`config.mk`:
```
export PLATFORM = sky130hd
export DESIGN_NAME = sha256_digest_serializer
export DESIGN_NICKNAME = d
export VERILOG_FILES = /design/src/rtl/sha256_digest_serializer.sv
export SDC_FILE = /design/constraint.sdc
export NUM_CORES = 1
export LEC_CHECK = 0
export ABC_AREA = 0
export CAP_MARGIN = 20
export CORE_UTILIZATION = 45
export CTS_CLUSTER_DIAMETER = 120
export CTS_CLUSTER_SIZE = 28
export DETAILED_ROUTE_END_ITERATION = 12
export GPL_TIMING_DRIVEN = 0
export PLACE_DENSITY = 0.71
export SLEW_MARGIN = 10
export SYNTH_ARGS = -nofsm -noshare
export SYNTH_HDL_FRONTEND = slang
export SYNTH_SLANG_ARGS = --single-unit
```
`constraint.sdc`:
```
create_clock -name clk -period 2.2 [get_ports clk]
set_input_delay 0.55 -clock clk [delete_from_list [all_inputs] [get_ports clk]]
set_output_delay 0.55 -clock clk [all_outputs]
set_load 0.005 [all_outputs]
```
`src/rtl/sha256_digest_serializer.sv`:
```
// -----------------------------------------------------------------------------
// sha256_digest_serializer
//
// Captures a 256-bit SHA-256 digest on the core's one-cycle hash_valid pulse
// and streams it out MSB first over a valid/ready byte interface. The stream
// is either 32 raw bytes or 64 ASCII hex characters.
//
// Handshake: a beat transfers on any rising clk edge where
// out_valid && out_ready. Once out_valid is high it stays high, and
// out_data/out_last hold steady, until the beat transfers.
//
// Ports:
//   clk           clock
//   rst_n         asynchronous active-low reset
//   hash_in       digest from the core, sampled when hash_valid=1
//   hash_valid    one-cycle pulse qualifying hash_in
//   out_data      current output byte / character (registered)
//   out_valid     out_data is valid
//   out_ready     sink accepts out_data this cycle
//   out_last      final beat of the digest (qualified by out_valid)
//   busy          a digest is held or being sent; mirrors state SEND
//   overrun       sticky flag: a digest arrived mid-stream and was dropped
//   clear_overrun synchronous clear of overrun (a same-cycle drop wins)
// -----------------------------------------------------------------------------
module sha256_digest_serializer #(
    parameter bit HEX_ASCII = 1'b0,
    parameter bit UPPERCASE = 1'b0
) (
    input  logic         clk,
    input  logic         rst_n,
    input  logic [255:0] hash_in,
    input  logic         hash_valid,
    output logic [7:0]   out_data,
    output logic         out_valid,
    input  logic         out_ready,
    output logic         out_last,
    output logic         busy,
    output logic         overrun,
    input  logic         clear_overrun
);

    // Bits consumed per beat and index of the final beat.
    localparam int         STEP      = HEX_ASCII ? 4 : 8;
    localparam logic [5:0] LAST_BEAT = HEX_ASCII ? 6'd63 : 6'd31;

    typedef enum logic {
        IDLE = 1'b0,
        SEND = 1'b1
    } state_t;

    state_t         state_q, state_d;
    logic [255:0]   shift_q, shift_d;
    logic [5:0]     cnt_q, cnt_d;
    logic [7:0]     data_q, data_d;
    logic           overrun_q, overrun_d;

    logic           xfer;
    logic           last_xfer;
    logic           accept;
    logic           drop;

    // The beat to present always sits in the top bits of the shift register,
    // so encoding only ever looks at the top byte / nibble.
    function automatic logic [7:0] encode(input logic [255:0] sr);
        logic [3:0] nib;
        nib = sr[255:252];
        if (!HEX_ASCII) begin
            encode = sr[255:248];
        end else if (nib < 4'd10) begin
            encode = 8'h30 + {4'h0, nib};
        end else if (UPPERCASE) begin
            encode = 8'h37 + {4'h0, nib};   // 'A' - 10
        end else begin
            encode = 8'h57 + {4'h0, nib};   // 'a' - 10
        end
    endfunction

    always_comb begin
        state_d   = state_q;
        shift_d   = shift_q;
        cnt_d     = cnt_q;
        data_d    = data_q;
        overrun_d = overrun_q;

        xfer      = (state_q == SEND) && out_ready;
        last_xfer = xfer && (cnt_q == LAST_BEAT);
        // A digest landing on the last-beat transfer chains straight into a
        // new stream with no bubble; anywhere else in SEND it is dropped.
        accept    = hash_valid && ((state_q == IDLE) || last_xfer);
        drop      = hash_valid && (state_q == SEND) && !last_xfer;

        if (accept) begin
            state_d = SEND;
            shift_d = hash_in;
            cnt_d   = 6'd0;
            data_d  = encode(hash_in);
        end else if (last_xfer) begin
            state_d = IDLE;
        end else if (xfer) begin
            shift_d = shift_q << STEP;
            cnt_d   = cnt_q + 6'd1;
            data_d  = encode(shift_q << STEP);
        end

        if (drop) begin
            overrun_d = 1'b1;
        end else if (clear_overrun) begin
            overrun_d = 1'b0;
        end
    end

    always_ff @(posedge clk or negedge rst_n) begin
        if (!rst_n) begin
            state_q   <= IDLE;
            shift_q   <= '0;
            cnt_q     <= '0;
            data_q    <= '0;
            overrun_q <= 1'b0;
        end else begin
            state_q   <= state_d;
            shift_q   <= shift_d;
            cnt_q     <= cnt_d;
            data_q    <= data_d;
            overrun_q <= overrun_d;
        end
    end

    assign out_data  = data_q;
    assign out_valid = (state_q == SEND);
    assign out_last  = (state_q == SEND) && (cnt_q == LAST_BEAT);
    assign busy      = (state_q == SEND);
    assign overrun   = overrun_q;

endmodule

```
# ---- Word level (Yosys, flattened, before mapping)
# Index checks and enable logic that the tools add are counted.
dict set report totals {
  reg_bits 264
  inputBits 261
  wordCells 34
}
dict set report classes {
  n_addsub 1
  n_eq_ne 2
  n_mux 13
  bitwise 1
  n_reduce_logical 12
}
# op count
set op_table {}
lappend op_table {{248-bit 2-to-1 mux} 3}
lappend op_table {{8-bit 2-to-1 mux} 3}
lappend op_table {{6-bit 2-to-1 mux} 3}
lappend op_table {{6-bit by 1-bit adder with 6-bit output, second input constant} 1}
lappend op_table {{6-bit by 5-bit equality test with 1-bit output, second input constant} 1}
lappend op_table {{1-bit logical AND} 6}
lappend op_table {{2-bit nonzero test} 3}
lappend op_table {{1-bit 2-to-1 mux} 4}
lappend op_table {{2-bit by 1-bit != test with 1-bit output, second input constant} 1}
lappend op_table {{2-bit AND reduction} 1}
lappend op_table {{1-bit zero test} 1}
lappend op_table {{1-bit logical OR} 1}
lappend op_table {{1-bit inverter} 1}

# ---- Depth between registers and ports, before layout
# Gate-level depths: netlist of the first run.
dict set report depth {
  depth_word 6
  depth_mapped 8
  depth_no_buf 5
}

# ---- Worst setup path before layout of the first run
# Ideal clock, no wire load.
dict set report synth_timing {
  kind {register to output}
  start {register cnt_q[0]}
  end {output out_last}
  arrival_time_ns 1.452
  slack_ns 0.198
  path_stages_with_launch 8
  cell_sequence {dfrtp_1 -> ha_1 -> and2_1 -> buf_6 -> nand3_2 -> buf_4 -> clkbuf_1 -> nor2_1}
}
dict set report synth_between {
  elab_chain_cells 2
}
# element line_no
set synth_lines {}
lappend synth_lines {{start: declaration} 53} ;# logic [5:0] cnt_q, cnt_d;
lappend synth_lines {{start signal: assignment} 122} ;# cnt_q <= cnt_d;
lappend synth_lines {{6-bit by 5-bit equality test with 1-bit output} 130} ;# assign out_last = (state_q == SEND) && (cnt_q == LAST_BEAT);
lappend synth_lines {{1-bit logical AND} 130}
lappend synth_lines {{end: declaration} 36} ;# output logic out_last,
# No other way between the ends.

# ---- Worst setup path in the final report of the first run
# Ends and elaborated chain as after synthesis.

==> flow_summary_export.csv, run 1 <==
group,metric,value,unit
timing,finalSetupViolations,1,
grt,antenna_found_initial,5,
timing,fin_skew,0.0292,ns
outcome,status,"finished with violations",
floorplan,rows,63,
logic_synthesis,synthesis.area,13500,µm²
hold_path,hold_path_class,"flip-flop to flip-flop",
logic_synthesis,synth-edff-count,0,
critical_path,arrival,1.75,ns
logic_synthesis,ys_types,36,
critical_path,path_max_fanout,2,
timing,setup_tns,-0.0951,ns
final_layout,final_nets,2030,
cts,cts_root_buf,"clkbuf_16",
floorplan,start_util,45.7,%
timing,finalHoldViolations,0,
cts,insertion_delay,0.50,ns
grt,gr-usage-all-layers,25.6,%
logic_synthesis,synthCells,1472,
timing,finalCritPeriodShare,104,%
routing,drt_iter0_markers,1113,
timing,max_freq,0.436,GHz
logic_synthesis,synth_area_leaders,"dfrtp_1 (49%), a221o_1 (18%), nand2_1 (13%), o21ai_0 (8.9%), buf_6 (2.3%)",
final_layout,layout-drive-gt1-share,8.77,%
pwr,peakVddDrop,419,µV
logic_synthesis,async_flop_share,100,%
floorplan,core,29600,µm²
critical_path,r2r_end,"shift_q[173]",
critical_path,reg2reg_from,"cnt_q[0]",
critical_path,cp-end-kind,"output port",
floorplan,die_area,30700,µm²
routing,viasPerCell,5.78,
grt,grt_pass1_vias,12039,
timing,rsz0062_at_grt,"true",
timing,min_period,2.30,ns
pwr,fin_total_pwr,0.0135,W
pwr,powerDensity,778,nW/µm²
cts,cts_made_buffers,13,
cts,cts_tree,"done",
cts,htree_levels,1,
routing,drcViolationCount,0,
critical_path,rr_worst_depth,8,
logic_synthesis,ys_seq_elements,264,
critical_path,crit_type,"flip-flop to output port",
timing,relSlewSlack,61.2,%
critical_path,r2r_setup_slack,0.11,ns
cts,clk_pin_slew,0.11,ns
final_layout,final_cell_area,17300,µm²
routing,ant_nets,0,
logic_synthesis,synth-seq-area-share,48.9,%
grt,overflow,0,
logic_synthesis,syn_area_per_cell,9.17,µm²
critical_path,cp-endpoint,"out_last",
cts,cts_buffer_depth,3,
timing,fin_ws,-0.0951,ns
cts,clock_sink_count,264,
logic_synthesis,syn-num-nets,1734,
grt,grt_max_degree,112,
place,dpl.hpwl,29300,µm
final_layout,areaGrowthSynthToFinish,28.2,%
outcome,violations,"negative setup slack",
place,place_congestion,0.854,
timing,drv_slew,0,
place,placed_area,16800,µm²
critical_path,worstPathRequired,1.65,ns
critical_path,cp-startpoint,"cnt_q[0]",
routing,wl_per_cell,18.5,µm
routing,drt_wl_total,39900,µm
grt,grt_pass1_wl,62800,µm
job,drv_cap,0,
pwr,p_leak,7.27,nW
floorplan,ioPinCount,273,
final_layout,num-fill-cells,2550,
routing,vias,12475,
logic_synthesis,ys.warnings.count,0,
floorplan,die_h,175,µm
critical_path,startpoint_type,"flip-flop",
place,portBuffers,272,
logic_synthesis,synth_top_area_share,48.9,%
floorplan,dieWidth,175,µm
logic_synthesis,yosysTopAreaCell,"dfrtp_1",
timing,worst_slew_pin_slew,0.567,ns
routing,drt-pass1-iter-count,7,
timing,whs,0.518,ns
logic_synthesis,yosys_most_used_dff,"dfrtp_1",
==> cells in the mapped netlist, drive strengths merged (3+ instances only) <==
master  count
and2        4
dfrtp     264
mux2i      11
a22oi      10
a21oi      10
nand2     481
o22ai      10
nor3        9
inv         3
a221o     238
nor2       13
nand2b     12
buf        69
clkbuf     75
o21ai     242
==> final cells by class <==
class / count / area, µm² / share of cell area, %
multi-input cells: 1061 / 6110 / 35.3
inverters: 3 / 11.3 / 0.0651
well taps: 390 / 488 / 2.82
plain buffers: 142 / 892 / 5.16
clock buffers: 13 / 325 / 1.88
repair buffers: 283 / 2850 / 16.5
clock inverters: 1 / 16.3 / 0.0940
flip-flops and latches: 264 / 6610 / 38.2
diodes: 2 / 5.00 / 0.0289
==> layer usage <==
| layer | vias to the layer above | share of wire, % | track usage (%) |
|---|---|---|---|
| met4 | 6 | 2.9 | 8.62 |
| met5 | - | 0.11 | 0 |
| met1 | 5960 | 44 | 35.2 |
| met3 | 71 | 7.3 | 4.50 |
| li1 | 5986 | - | - |
| met2 | 452 | 46 | 40.9 |
==> registers in the layout (all words and copies together) (netlist names) <==
register,cells
cnt_q,6
out_data,8
busy,1
overrun,1
shift_q,248
==> cells in the final DEF, fill, tap and decap left out, types with 11 or more instances in the layout <==
master / netlist / layout
buf_6: 27 / 28
clkbuf_16: 0 / 13
o21ai_0: 240 / 239
mux2i_1: 11 / 11
buf_2: 26 / 27
nand2b_1: 12 / 12
a221o_1: 238 / 238
dfrtp_1: 264 / 264
clkbuf_2: 0 / 59
clkdlybuf4s50_1: 0 / 270
nor2_1: 13 / 12
clkbuf_1: 75 / 21
nand2_1: 481 / 481
==> logic make-up (layout without fill, tap and decap cells) <==
family,count (synthesis),after routing,synth area share [%]
AO/OA/AOI/OAI,520,520,28.9
XOR/XNOR,2,2,0.130
adder cells (fa/ha/maj),1,1,0.0927
buffers and inverters,147,442,5.91
flip-flops,264,264,48.9
multiplexers,11,11,0.816
other,0,2,0
AND/OR/NAND/NOR,527,527,15.2
==> through the flow <==
stage               util, %  std cells  worst slack [ns]
floorplan                 -       1472             0.198
global placement       56.5       2134            -10.41
detailed placement     56.7       2136            -0.642
CTS                    58.3       2157            -0.191
global route           58.5       2158            -0.161
finish                 58.5       2159           -0.0951
==> timing repair <==
action / in CTS / in global routing
hold endpoints to repair: 10 / 0
buffers inserted: 7 / 1
hold buffers: 1 / 0
resized for setup: 42 / 73
pin swaps: 1 / 1
endpoints found under the setup margin: 196 / 218
gates cloned: 0 / 0
==> worst min-delay path by stage <==
stage                     slack (ns)         start  depth (start not counted)      endpoint
after floorplan                 0.25         rst_n                          0          busy
after global placement          0.48       overrun                          1       overrun
after detailed placement        0.49  shift_q[204]                          1  shift_q[204]
after CTS                       0.51   shift_q[18]                          1   shift_q[26]
after global routing            0.53  shift_q[105]                          1  shift_q[113]
final                           0.52   shift_q[39]                          1   shift_q[47]
==> worst max-delay path, stage by stage, from the launching register on <==
cell and delay, ns:
dfrtp_1 0.37, ha_2 0.19, and2_4 0.17, nand3_4 0.10, buf_12 0.15, buf_8 0.11, nor2_2 0.06, buf_2 0.11
==> report_power, final <==
part | switching (W) | internal [W] | leakage (nW)
logic | 0.00133 | 0.00205 | 3.57
registers | 0.00111 | 0.00633 | 3.53
clock network | 0.00154 | 0.00109 | 0.168
Power figures use the tool's default switching activity.
==> inputs of run 2 (changes only) <==
--- a/config.mk
+++ b/config.mk
@@ -8,10 +8,11 @@
 export ABC_AREA = 0
 export CAP_MARGIN = 20
 export CORE_UTILIZATION = 45
-export CTS_CLUSTER_DIAMETER = 120
+export CTS_CLUSTER_DIAMETER = 30
 export CTS_CLUSTER_SIZE = 28
 export DETAILED_ROUTE_END_ITERATION = 12
 export GPL_TIMING_DRIVEN = 0
+export HOLD_SLACK_MARGIN = 0.02
 export PLACE_DENSITY = 0.71
 export SLEW_MARGIN = 10
 export SYNTH_ARGS = -nofsm -noshare
==> constraint.sdc (replaced) <==
create_clock -name clk -period 2.25 [get_ports clk]
set_input_delay 0.5625 -clock clk [delete_from_list [all_inputs] [get_ports clk]]
set_output_delay 0.5625 -clock clk [all_outputs]
set_load 0.005 [all_outputs]
==> run 2 against run 1 <==
The run still ends with negative setup slack left. Register-to-register slack got worse by 0.02 ns. Clock-buffer cell count increased by 48. Design area rose by 8.8%. Combinational power about the same. Wire length is 4.6% higher. Non-clock buffer count grew 3. Hold slack worse by 0.013 ns. Core utilization up 5.2 points. Global-route usage grew 1.3 points. Clock skew fell by 0.0091 ns. Critical endpoint unchanged. Largest cell class unchanged. Largest power group is now clock. Highest routed layer unchanged.
==> flow_summary_export.csv, run 2 (synthesized netlist as in run 1, its figures left out) <==
group,metric,value,unit
outcome,status,"finished with violations",
outcome,violations,"negative setup slack",
critical_path,path_max_fanout,2,
final_layout,areaGrowthSynthToFinish,39.4,%
cts,cts_made_buffers,53,
timing,rsz0062_at_grt,"true",
routing,drt_wl_total,41800,µm
routing,viasPerCell,5.77,
timing,relSlewSlack,60.7,%
cts,cts_root_buf,"clkbuf_16",
grt,grt_pass1_wl,65600,µm
floorplan,die_area,30700,µm²
final_layout,regMostFlops,"shift_q",
grt,overflow,0,
final_layout,final_common_cell,"nand2_1",
timing,max_freq,0.424,GHz
floorplan,start_util,45.7,%
critical_path,startpoint_type,"flip-flop",
timing,finalSetupViolations,1,
job,drv_cap,0,
grt,grt_pass1_vias,12586,
grt,gr-usage-all-layers,26.9,%
timing,fin_skew,0.0201,ns
floorplan,rows,63,
routing,vias,12970,
critical_path,cp-end-kind,"output port",
cts,insertion_delay,0.54,ns
cts,clock_sink_count,264,
floorplan,core,29600,µm²
grt,antenna_found_initial,7,
cts,cts_tree,"done",
critical_path,worstPathRequired,1.69,ns
final_layout,final_nets,2073,
critical_path,crit_type,"flip-flop to output port",
routing,wl_per_cell,18.6,µm
final_layout,layout-drive-gt1-share,12.2,%
critical_path,arrival,1.80,ns
timing,worst_slew_pin_slew,0.590,ns
critical_path,r2r_setup_slack,0.09,ns
cts,clk_pin_slew,0.05,ns
timing,fin_ws,-0.110,ns
final_layout,largest_reg_flops,248,
final_layout,mostFrequentLayoutCells,"nand2_1 (481), clkdlybuf4s50_1 (270), dfrtp_1 (264), o21ai_0 (240), a221o_1 (238)",
pwr,peakVddDrop,496,µV
cts,htree_levels,2,
floorplan,dieWidth,175,µm
hold_path,hold_path_class,"flip-flop to flip-flop",
floorplan,die_h,175,µm
timing,finalCritPeriodShare,105,%
grt,grt_max_degree,112,
routing,ant_nets,0,
pwr,p_leak,7.96,nW
timing,finalHoldViolations,0,
place,dpl.hpwl,29300,µm
timing,min_period,2.36,ns
timing,setup_tns,-0.110,ns
floorplan,ioPinCount,273,
place,portBuffers,272,
pwr,powerDensity,995,nW/µm²
place,place_congestion,0.854,
cts,cts_buffer_depth,3,
place,post-place-ws,-0.604,ns
routing,drcViolationCount,0,
routing,drt_iter0_markers,1165,
routing,drt-pass1-iter-count,7,
timing,drv_slew,0,
-- run 2: cell count changes in the layout (fill, tap and decap cells not counted), sizes merged --
cell      change
clkbuf       +49
clkinv       +12
inv          +10
clkinvlp      +9
bufinv        +5
buf           +2
diode         +2
-- run 2: worst paths after layout --
path,startpoint,endpoint,depth (start not counted)
setup / recovery,cnt_q[0],out_last,7
hold / removal,shift_q[5],shift_q[13],1
setup reg to reg,cnt_q[0],shift_q[99],8
hold reg to reg,shift_q[5],shift_q[13],1
max in group asynchronous,rst_n,shift_q[72],3
min in group asynchronous,rst_n,shift_q[195],2
-- run 2: area by class of cell --
type | instances | area (µm²)
inverter | 3 | 11.3
multi-input combinational | 1061 | 6110
fill | 2383 | 10700
buffer | 143 | 866
antenna | 4 | 10.0
sequential | 264 | 6610
clock inverter | 37 | 424
timing repair buffer | 285 | 2860
tap | 390 | 488
clock buffer | 61 | 1450
-- run 2: repair_timing --
| action | in CTS | in global routing |
|---|---|---|
| setup endpoints to repair | 96 | 160 |
| hold endpoints to repair | 62 | 0 |
| pin swaps | 1 | 1 |
| hold buffers | 1 | 0 |
| setup buffers | 7 | 3 |
| resized for setup | 28 | 66 |
-- run 2: critical path: stages (launching register included) --
cell and delay [ns]:
dfrtp_1 0.36, ha_2 0.19, and2_4 0.17, nand3_4 0.10
buf_12 0.15, buf_8 0.11, nor2_2 0.06, buf_2 0.11
-- run 2: layer usage --
metal | share of wire [%] | up-vias | global-route usage, %
met5 | 0.11 | - | 0
met3 | 8.2 | 86 | 5.92
li1 | - | 6109 | -
met1 | 42 | 6191 | 36.0
met2 | 47 | 578 | 43.0
met4 | 2.7 | 6 | 9.38
-- run 2: per-stage QoR --
stage / area, µm² / util [%] / hold WS [ns] / total power (W) / std cells
after global routing: 18800 / 63.7 / 0.519 / 0.0195 / 2247
final: 18800 / 63.7 / 0.506 / 0.0187 / 2248
after detailed placement: 16800 / 56.7 / 0.494 / 0.0105 / 2136
after floorplan: 13500 / - / 0.267 / 0.00897 / 1472
after CTS: 18800 / 63.4 / 0.509 / 0.0187 / 2242
after global placement: 16700 / 56.5 / 0.481 / 0.0104 / 2134
-- run 2: power breakdown --
part,leakage (nW),switching [W],internal [W],total [W]
sequential,3.53,0.00112,0.00622,0.00735
clock,0.892,0.00277,0.00526,0.00803
combinational,3.54,0.00134,0.00203,0.00337
==> inputs of run 3 (changes only) <==
--- a/config.mk
+++ b/config.mk
@@ -7,6 +7,7 @@
 export LEC_CHECK = 0
 export ABC_AREA = 0
 export CAP_MARGIN = 20
+export CORE_MARGIN = 2
 export CORE_UTILIZATION = 45
 export CTS_CLUSTER_DIAMETER = 30
 export CTS_CLUSTER_SIZE = 28
==> run 3 against run 2 <==
The flow now finishes without violations. Sequential power barely moved. Design area rose by 0.37%. Core utilization rose by 0.23 points. Critical path depth fell by 1. Sequential share of layout area fell by 0.12 points. Register-to-register slack got worse by 0.02 ns. Largest cell class unchanged.
==> flow_summary_export.csv, run 3 (synthesized netlist as in run 1, its figures left out) <==
group,metric,value,unit
final_layout,instances_no_fill,2247,
timing,worst_slew_pin_slew,0.821,ns
cts,htree_levels,2,
grt,grt_pass1_wl,65200,µm
floorplan,dieWidth,177,µm
critical_path,r2r_setup_slack,0.07,ns
floorplan,ioPinCount,273,
timing,max_freq,0.445,GHz
grt,grt_pass1_vias,12468,
critical_path,crit_type,"flip-flop to output port",
timing,finalCritPeriodShare,99.9,%
routing,drt_iter0_markers,1103,
critical_path,path_depth,6,
cts,cts_tree,"done",
floorplan,start_util,45.7,%
timing,finalSetupViolations,0,
routing,ant_nets,0,
pwr,powerDensity,1020,nW/µm²
place,dpl.hpwl,29300,µm
critical_path,crit_buf_inv,2,
routing,drcViolationCount,0,
cts,cts_root_buf,"clkbuf_16",
routing,viasPerCell,5.73,
timing,finalHoldViolations,0,
final_layout,num-fill-cells,2407,
floorplan,core,29600,µm²
pwr,peakVddDrop,580,µV
critical_path,cp_cell_sequence,"ha_2 > and2_4 > nand3_4 > buf_12 > nor2_4 > buf_2",
cts,insertion_delay,0.57,ns
routing,met2_length,19200,µm
timing,min_period,2.25,ns
cts,cts_buffer_depth,3,
routing,wl_per_cell,18.4,µm
critical_path,path_max_fanout,3,
floorplan,rows,63,
hold_path,hold_path_class,"input pin to asynchronous set/reset pin",
grt,grt_max_degree,110,
critical_path,cp_top_family,"flip-flops",
final_layout,regMostFlops,"shift_q",
cts,cts_made_buffers,54,
critical_path,cp-end-kind,"output port",
cts,clk_pin_slew,0.05,ns
place,dp_cells,2136,
place,portBuffers,272,
floorplan,die_area,31400,µm²
floorplan,die_h,177,µm
final_layout,mostFrequentLayoutCells,"nand2_1 (481), clkdlybuf4s50_1 (270), dfrtp_1 (263), o21ai_0 (240), a221o_1 (238)",
routing,drt-met1-wl,17700,µm
critical_path,rr_worst_depth,7,
timing,drv_slew,0,
outcome,status,"completed",
final_layout,final_cell_area,18900,µm²
job,drv_cap,0,
routing,routed-wl-met3,3360,µm
critical_path,reg2reg_from,"cnt_q[0]",
final_layout,areaGrowthSynthToFinish,40.0,%
final_layout,layout-drive-gt1-share,10.7,%
routing,vias,12875,
critical_path,r2r_end,"shift_q[173]",
pwr,p_leak,7.92,nW
place,placed_area,16800,µm²
cts,clock_sink_count,264,
routing,drt-pass1-iter-count,5,
critical_path,cpMaxStageDelayCell,"dfrtp_1",
grt,antenna_found_initial,6,
critical_path,arrival,1.69,ns
routing,top_layer,"met5",
final_layout,final_common_cell,"nand2_1",
critical_path,startpoint_type,"flip-flop",
critical_path,max_stage_delay,0.35,ns
timing,fin_skew,0.0351,ns
timing,whs,0.0657,ns
routing,drt_wl_total,41400,µm
critical_path,cp-startpoint,"cnt_q[1]",
timing,fin_ws,0.00168,ns
timing,rsz0062_at_grt,"true",
grt,gr-usage-all-layers,26.0,%
place,place_congestion,0.846,
grt,overflow,0,
cts,cts_hold_buf,0,
place,post-place-ws,-0.606,ns
final_layout,final_nets,2072,
critical_path,worstPathRequired,1.69,ns
final_layout,largest_reg_flops,248,
timing,relSlewSlack,45.3,%
[run 3: cell types whose count changed in the layout (fill, tap and decap cells not counted), moves of 2 or more]
cell	before	now
clkinv_2	2	7
clkbuf_8	7	2
clkbuf_1	34	60
clkinvlp_4	9	7
buf_1	4	8
inv_6	9	4
buf_4	12	14
clkbuf_4	2	0
clkbuf_2	47	22
clkinv_4	9	4
bufinv_16	5	12
[run 3: area by class of cell]
type	instances	area, µm²	share of cell area [%]
clock buffer	61	1420	7.51
clock inverter	38	573	3.03
tap	390	488	2.58
buffer	141	811	4.29
inverter	3	11.3	0.0596
sequential	264	6610	35.0
antenna	4	10.0	0.0530
multi-input combinational	1061	6120	32.4
timing repair buffer	285	2860	15.1
[run 3: through the flow]
stage | TNS (ns) | utilization [%] | total power, W
after floorplan | 0 | - | 0.00897
after global placement | -2845.17 | 56.5 | 0.0104
after detailed placement | -114.66 | 56.7 | 0.0105
after CTS | -0.232 | 63.8 | 0.0194
after global routing | -1.21 | 63.9 | 0.0201
final | 0 | 63.9 | 0.0194
[run 3: worst max path at each step]
stage,end,slack (ns)
after floorplan,out_last,0.24
after global placement,shift_q[64],-10.40
after detailed placement,shift_q[90],-0.61
after CTS,out_last,-0.23
after global routing,out_last,-0.09
final,out_last,0.002
[run 3: power by group]
group	switching (W)	total [W]	leakage (nW)	internal, W
Sequential	0.00110	0.00732	3.52	0.00622
Combinational	0.00132	0.00335	3.45	0.00203
Clock	0.00275	0.00869	0.955	0.00593
Total	0.00517	0.0194	7.92	0.0142
[run 3: worst reg2reg max path, delay by kind of cell (launching register included)]
kind                     cells  cell delay [ns]
AND/OR/NAND/NOR              1             0.17
flip-flops                   1             0.38
adder cells (fa/ha/maj)      1             0.20
AO/OA/AOI/OAI                2             0.47
buffers and inverters        3             0.88
[run 3: repair_timing]
action / 4_1_cts / 5_1_grt
setup endpoints to repair: 121 / 172
buffers inserted: 7 / 4
gates resized for setup: 22 / 28
pin swaps: 2 / 2
[run 3: metal layers]
layer / vias up / global-route usage [%]
met2: 521 / 41.2
li1: 6114 / -
met3: 78 / 6.21
met5: - / 0
met1: 6158 / 35.3
met4: 4 / 8.02
